$ cat src/rtl/hazard_sequencer.sv
// hazard_sequencer: stall/bubble/flush/freeze control for the five-stage core.
// Define HZ_PERF_CNT_EN to add saturating per-hazard cycle counters.
module hazard_sequencer #(
  parameter int FLUSH_CYCLES = 1,
  parameter int MEMWAIT_MAX = 15
`ifdef HZ_PERF_CNT_EN
  , parameter int CNT_W = 16
`endif
) (
  input  logic       clk_i,
  input  logic       rst_n,
  input  logic       IDEX_memRead_i,
  input  logic [2:0] IDEX_RTaddr_i,
  input  logic [2:0] IFID_RSaddr_i,
  input  logic [2:0] IFID_RTaddr_i,
  input  logic       IFID_useRT_i,
  input  logic       redirect_i,
  input  logic       mem_req_i,
  input  logic       mem_ready_i,
  output logic       PC_write_o,
  output logic       IFID_write_o,
  output logic       IFID_flush_o,
  output logic       DHZ_o,
  output logic       CHZ_o,
  output logic       freeze_o,
  output logic       timeout_o,
  output logic [1:0] state_o
`ifdef HZ_PERF_CNT_EN
  ,
  output logic [CNT_W-1:0] ldstall_cnt_o,
  output logic [CNT_W-1:0] flush_cnt_o,
  output logic [CNT_W-1:0] memwait_cnt_o
`endif
);
  typedef enum logic [1:0] {RUN = 2'd0, FLUSH = 2'd1, MEMWAIT = 2'd2} state_e;
  localparam logic [2:0] RELOAD = 3'(FLUSH_CYCLES - 1);
  localparam logic [7:0] WMAX = 8'(MEMWAIT_MAX);
  state_e state_q, state_d;
  logic resume_q, resume_d;
  logic [2:0] fcnt_q, fcnt_d;
  logic [7:0] wcnt_q, wcnt_d, wcnt_inc;
  logic timeout_q, timeout_d;
  logic mem_wait, in_flush, load_use, wait_done;
  // The ready cycle out of MEMWAIT behaves as the resume state so a held redirect or pending flush is not lost.
  always_comb begin
    mem_wait = mem_req_i & ~mem_ready_i;
    in_flush = (state_q == FLUSH) | ((state_q == MEMWAIT) & resume_q);
    load_use = IDEX_memRead_i & (IDEX_RTaddr_i != 3'd0) &
               ((IDEX_RTaddr_i == IFID_RSaddr_i) | (IFID_useRT_i & (IDEX_RTaddr_i == IFID_RTaddr_i)));
    wcnt_inc = wcnt_q + 8'd1;
    wait_done = wcnt_inc == WMAX;
    freeze_o = mem_wait;
    CHZ_o = ~mem_wait & (in_flush | redirect_i);
    IFID_flush_o = CHZ_o;
    DHZ_o = ~mem_wait & ~CHZ_o & load_use;
    PC_write_o = ~mem_wait & ~DHZ_o;
    IFID_write_o = PC_write_o;
    timeout_o = timeout_q;
    state_o = state_q;
    resume_d = resume_q;
    fcnt_d = fcnt_q;
    wcnt_d = 8'd0;
    timeout_d = timeout_q;
    state_d = RUN;
    if (mem_wait) begin
      resume_d = in_flush;
      wcnt_d = wait_done ? 8'd0 : wcnt_inc;
      timeout_d = timeout_q | wait_done;
      state_d = wait_done ? (in_flush ? FLUSH : RUN) : MEMWAIT;
    end else if (redirect_i) begin
      fcnt_d = RELOAD;
      state_d = (FLUSH_CYCLES > 1) ? FLUSH : RUN;
    end else if (in_flush) begin
      fcnt_d = (fcnt_q <= 3'd1) ? 3'd0 : fcnt_q - 3'd1;
      state_d = (fcnt_q <= 3'd1) ? RUN : FLUSH;
    end
  end
  always_ff @(posedge clk_i or negedge rst_n)
    if (!rst_n) begin
      state_q <= RUN;
      resume_q <= 1'b0;
      fcnt_q <= 3'd0;
      wcnt_q <= 8'd0;
      timeout_q <= 1'b0;
    end else begin
      state_q <= state_d;
      resume_q <= resume_d;
      fcnt_q <= fcnt_d;
      wcnt_q <= wcnt_d;
      timeout_q <= timeout_d;
    end
`ifdef HZ_PERF_CNT_EN
  always_ff @(posedge clk_i or negedge rst_n)
    if (!rst_n) begin
      ldstall_cnt_o <= '0;
      flush_cnt_o <= '0;
      memwait_cnt_o <= '0;
    end else begin
      if (DHZ_o && !(&ldstall_cnt_o)) ldstall_cnt_o <= ldstall_cnt_o + 1'b1;
      if (CHZ_o && !(&flush_cnt_o)) flush_cnt_o <= flush_cnt_o + 1'b1;
      if (freeze_o && !(&memwait_cnt_o)) memwait_cnt_o <= memwait_cnt_o + 1'b1;
    end
`endif
endmodule

$ cat config.mk
export PLATFORM = sky130hd
export DESIGN_NAME = hazard_sequencer
export DESIGN_NICKNAME = d
export VERILOG_FILES = /design/src/rtl/hazard_sequencer.sv
export SDC_FILE = /design/constraint.sdc
export NUM_CORES = 1
export LEC_CHECK = 0
export CORE_MARGIN = 2
export CORE_UTILIZATION = 23
export DETAILED_ROUTE_END_ITERATION = 8
export SYNTH_ARGS = -nofsm -noshare
export SYNTH_HDL_FRONTEND = slang
export SYNTH_SLANG_ARGS = --single-unit
$ cat constraint.sdc
create_clock -name clk_i -period 3.1 [get_ports clk_i]
set_input_delay 0.62 -clock clk_i [delete_from_list [all_inputs] [get_ports clk_i]]
set_output_delay 0.62 -clock clk_i [all_outputs]
set_load 0.02 [all_outputs]
**Yosys cells after proc, flatten, opt, wreduce, memory -nomap -nowiden**

Index checks and enable logic that the tools add are counted.

- Multiplexer cells: 11
- Order comparisons: 1
- Reductions and logical operators: 3
- $add $sub $neg: 2
- Eq/ne operators: 5
- Bitwise gates (word level): 17

Operators by type and width:

| operator | count |
|---|---|
| $mux W8 | 2 |
| $and A1 B1 Y1 | 9 |
| $mux W3 | 3 |
| $add A8 B1 Y8 const B | 1 |
| $eq A8 B4 Y1 const B | 1 |
| $eq A3 B3 Y1 | 2 |
| $mux W1 | 4 |
| $mux W2 | 2 |
| $not A1 Y1 | 4 |
| $or A1 B1 Y1 | 4 |
| $le A3 B1 Y1 const B | 1 |
| $reduce_bool A3 Y1 | 1 |
| $sub A3 B1 Y3 const B | 1 |
| $eq A2 B1 Y1 const B | 1 |
| $eq A2 B2 Y1 const B | 1 |
| $reduce_and A2 Y1 | 1 |
| $reduce_bool A2 Y1 | 1 |

- Word-level logic and storage cells: 44
- Input bits: 16
- Bits in registers: 15
- Output and inout port bits: 9

**Logic depth before layout (Yosys ltp)**

Gate-level depths: netlist (run 1).

- Depth in word-level cells: 10
- Depth in mapped cells: 7
- Gate-level depth less buffers: 7

**Worst setup path after synthesis (run 1)**

OpenSTA, ideal clock, no wires.

- Path type: input port to output port
- Start: in mem_ready_i
- End: out PC_write_o
- Arrival: 2.798 ns
- Path buffers: 2
- Stages on the path: 6
- Setup slack: -0.318 ns
- Cell sequence: nand2b_1 buf_2 o311ai_0 a2111oi_0 nor2_1 buf_4

- Cells in the longest elaborated chain, start to end: 9

Ends and longest elaborated chain:

| item | RTL line | RTL |
|---|---|---|
| start, declared | 19 | `input logic mem_ready_i,` |
| $not A1 Y1 (*) | 46 | `mem_wait = mem_req_i & ~mem_ready_i;` |
| $and A1 B1 Y1 (*) | 46 |  |
| $not A1 Y1 (*) | 53, 55 |  |
| $and A1 B1 Y1 | 53 | `CHZ_o = ~mem_wait & (in_flush \| redirect_i);` |
| $not A1 Y1 | 55 | `DHZ_o = ~mem_wait & ~CHZ_o & load_use;` |
| $and A1 B1 Y1 (*) (2 in a row) | 55 |  |
| via DHZ_o | 23 | `output logic DHZ_o,` |
| $not A1 Y1 (*) | 56 | `PC_write_o = ~mem_wait & ~DHZ_o;` |
| $and A1 B1 Y1 (*) | 56 |  |
| end, declared | 20 | `output logic PC_write_o,` |

The timed path passes the listed nets; every way through them passes the cells marked *.

**Worst setup path in the final report (run 1)**

- Start: in IDEX_RTaddr_i[0]
- End: out PC_write_o

- Cells in the longest elaborated chain, start to end: 7

Ends and longest elaborated chain:

| item | RTL line | RTL |
|---|---|---|
| start, declared | 13 | `input logic [2:0] IDEX_RTaddr_i,` |
| $eq A3 B3 Y1 | 49 | `((IDEX_RTaddr_i == IFID_RSaddr_i) \| (IFID_useRT_i & (IDEX_RTaddr_i == IFID_RTaddr_i)));` |
| $and A1 B1 Y1 | 49 |  |
| $or A1 B1 Y1 | 49 |  |
| $and A1 B1 Y1 (*) | 48 | `load_use = IDEX_memRead_i & (IDEX_RTaddr_i != 3'd0) &` |
| $and A1 B1 Y1 (*) | 55 |  |
| $not A1 Y1 (*) | 56 |  |
| $and A1 B1 Y1 (*) | 56 |  |

Mark *: on every way between the ends. The rest lies on a longest branch, timed or not.

==> summary.txt, run 1 <==
Clocking
  – Later-pin clock latency in the skew report: 0.25 ns
  – Number of buffers created by CTS: 3
  – CTS H-tree lvls: 1
  – Setup Fix Bufs, Post-CTS: 0
  – TritonCTS clock tree: built
  – Sink Count: 15
  – Root Buffer: clkbuf_8
  – Longest Clk Path Bufs: 2
  – Clock-pin slew on the worst setup and hold paths: about 0.06 ns

Critical path
  – Reg2Reg Setup Slack: ~1.0 ns
  – R2r startpoint: wcnt_q[0]$_DFF_PN0_
  – CP startpoint kind: input port
  – WP data required: between 2 and 2.5 ns
  – CP Max Fanout: 3
  – Critical path class: in2out
  – WP data arrival: around 2.3 ns
  – Crit path from: IDEX_RTaddr_i[0]
  – R2R depth: 5
  – Critical path capture point type: primary output
  – End of the worst register-to-register path: wcnt_q[2]$_DFF_PN0_

Yosys
  – FFs w/ async S/R, synth: 1.00
  – Syn Std Cell Area: 871 um2
  – Post-synthesis cell type count: 28
  – Post-synth EDFFs: 0
  – Avg Cell Area, Syn: 9.47 um2
  – Yosys warning count: 0
  – Syn Nets: 112
  – Largest cells by area after synthesis: dfrtp_1, xnor2_1, ha_1, nor2_1, mux2i_1
  – Synth top area share: 0.431
  – Post-synthesis sequential area ratio: 0.431
  – Post-synth top area cell: dfrtp_1
  – Ys flop type: dfrtp_1
  – Synthesized flop and latch total: 15
  – Synth Instances: 92

Final layout
  – P&R area growth vs syn: 38.6%
  – Design area: between 1000 and 1500 um2
  – Fin cells: roughly 170
  – Number of antenna repair diodes: 0
  – Layout cell share with drive strength beyond 1: 0.0847
  – Nets@finish: approximately 140

Routing
  – DRT Wirelength: approximately 1900 um
  – Via density: about 4.3
  – Residual DRC: 0
  – Routed len/inst: about 11 um
  – Detail Route Antenna Nets: 0
  – Router iterations before antenna repair: 5
  – DRT iter0 DRCs: 7
  – Via count: approximately 720

Power
  – Clock Power Share: 0.372
  – Sw frac: 0.237
  – Power share of the sequential group: 0.475
  – NetSw: between 0.1 and 0.15 mW
  – Logic pwr share: 0.153
  – Worst vdd ir: roughly 240 uV
  – Power per cell area: 350 nW/um2
  – Leak Pwr: around 0.49 nW
  – Int Power: approximately 0.32 mW

STA
  – Rel. slew slack: 0.559
  – Final Skew: roughly 0.005 ns
  – Fin crit period: 2.95 ns
  – WHS: about 0.46 ns
  – Worst-Margin Slew: 0.655 ns
  – Final hold violation count: 0
  – F_max: between 300 and 400 MHz
  – Final setup vio count: 0
  – Setup TNS: 0 ns
  – Post-route clock period utilization: 0.952
  – Slew Limit Fails: 0
  – RSZ-0062 raised after global routing: false

Min path
  – Hold Path Origin: timeout_o$_DFFE_PN0P_
  – Endpoint, Worst Hold: timeout_o$_DFFE_PN0P_
  – Worst Hold Class: reg2reg
  – Hold Path Stages: 1

GRT
  – Initial antenna violation count: 0
  – First-pass GRT wire length: between 3000 and 4000 um
  – Vias in the first global route: around 770
  – Grt ovf: 0
  – Total track usage: 0.102
  – Maximum number of pins on one net before global-route repair: 16

Floorplan
  – I/O pin cnt: 25
  – Die Y: approximately 66 um
  – Starting Density: 0.238
  – Die area: approximately 4300 um2
  – Number of core rows: 22
  – Die Wd: 65.5 um
  – Core footprint: roughly 3700 um2

Placed design
  – Post-Place Cell Area: about 1200 um2
  – Placed Cells: roughly 160
  – DP HPWL: ~1500 um
  – Buffers added on ports: 24
  – Final GP Congestion: between 0.7 and 0.8

Status
  – Outcome: complete, no violations

Job
  – Max-cap violations: 0
-- cells in the mapped netlist, drive strengths merged, types with 3 or more instances --
master / count
buf: 3
dfrtp: 15
ha: 4
inv: 7
mux2i: 3
nand2: 8
nand2b: 3
nand4: 3
nor2: 11
o21ai: 8
xnor2: 9
xor2: 3
-- registers in the layout (all words and copies together), names as in the netlist --
| signal | cells |
|---|---|
| resume_q | 1 |
| state_o | 2 |
| fcnt_q | 3 |
| timeout_o | 1 |
| wcnt_q | 8 |
-- worst max-delay path, stage by stage --
cell,delay [ns]
clkdlybuf4s50_1,0.53
xnor2_1,0.14
nand4_1,0.16
a2111oi_2,0.44
nor2_1,0.10
dlygate4sd2_1,0.34
-- layout make-up --
class / count / area, um2
fillers: 376 / 2450
multi-input cells: 67 / 455
flip-flops and latches: 15 / 375
repair buffers: 25 / 244
well taps: 48 / 60.1
clock buffers: 3 / 41.3
inverters: 7 / 26.3
clock inverters: 1 / 5.00
-- cell usage in the layout (no fill, tap or decap), types with 3 or more instances in the layout --
| cell type | count |
|---|---|
| mux2i_1 | 3 |
| ha_1 | 4 |
| nand2b_1 | 3 |
| dlygate4sd2_1 | 3 |
| nand2_1 | 8 |
| nand4_1 | 3 |
| o21ai_0 | 6 |
| xor2_1 | 3 |
| inv_1 | 7 |
| nor2_1 | 10 |
| clkbuf_8 | 3 |
| xnor2_1 | 9 |
| clkdlybuf4s50_1 | 21 |
| dfrtp_1 | 15 |
-- metal layers --
metal  vias up  track usage  part of all wire
met4         0       0.0313             0.010
met1       339        0.110              0.41
li1        362            -                 -
met3         4       0.0325             0.043
met2        14        0.186              0.53
met5         -            0                 0
-- power by group through the flow --
stage	combinational (mW)	clock, mW	sequential, mW
final	0.0647	0.157	0.200
after global placement	0.0648	0	0.204
after floorplan	0.0257	0	0.205
after detailed placement	0.0665	0	0.204
after global routing	0.0703	0.173	0.201
after CTS	0.0657	0.164	0.201
-- worst max-delay path by stage --
stage | endpoint | slack (ns) | depth (start not counted)
floorplan | PC_write_o | 0.03 | 6
global placement | DHZ_o | -0.06 | 5
detailed placement | DHZ_o | -0.25 | 5
CTS | PC_write_o | 0.13 | 6
global route | PC_write_o | 0.03 | 6
finish | PC_write_o | 0.15 | 6
-- through the flow --
step | power, mW | worst slack (ns) | utilization
after floorplan | 0.231 | 0.0305 | -
after global routing | 0.444 | 0.0333 | 0.330
after detailed placement | 0.271 | -0.249 | 0.317
after global placement | 0.269 | -0.0606 | 0.317
after CTS | 0.430 | 0.128 | 0.330
final | 0.422 | 0.149 | 0.330
-- cells by family after synthesis --
logic type / synth area share
simple gates: 0.185
compound gates: 0.118
flops: 0.431
xor+xnor: 0.121
buf+inv: 0.0532
fa+ha+maj: 0.0575
mux: 0.0345
-- repair_timing --
item,CTS,global route
hold endpoints to repair,0,0
hold buffers,0,0
gates resized for setup,4,0
endpoints found under the setup margin,3,0
No activity file was read; power rests on OpenSTA's default activity.
==> run 2: changes to the inputs <==
--- a/config.mk
+++ b/config.mk
@@ -8,6 +8,7 @@
 export CORE_MARGIN = 2
 export CORE_UTILIZATION = 23
 export DETAILED_ROUTE_END_ITERATION = 8
+export SKIP_LAST_GASP = 1
 export SYNTH_ARGS = -nofsm -noshare
 export SYNTH_HDL_FRONTEND = slang
 export SYNTH_SLANG_ARGS = --single-unit
==> results of run 2 <==
No change in the layout: final DEF, timing and power equal those of run 1.
==> run 3: changes to the inputs <==
--- a/config.mk
+++ b/config.mk
@@ -9,6 +9,7 @@
 export CORE_UTILIZATION = 23
 export DETAILED_ROUTE_END_ITERATION = 8
 export SKIP_LAST_GASP = 1
+export SLEW_MARGIN = 40
 export SYNTH_ARGS = -nofsm -noshare
 export SYNTH_HDL_FRONTEND = slang
 export SYNTH_SLANG_ARGS = --single-unit
==> results of run 3 <==
No change in the layout: final DEF, timing and power equal those of run 1.
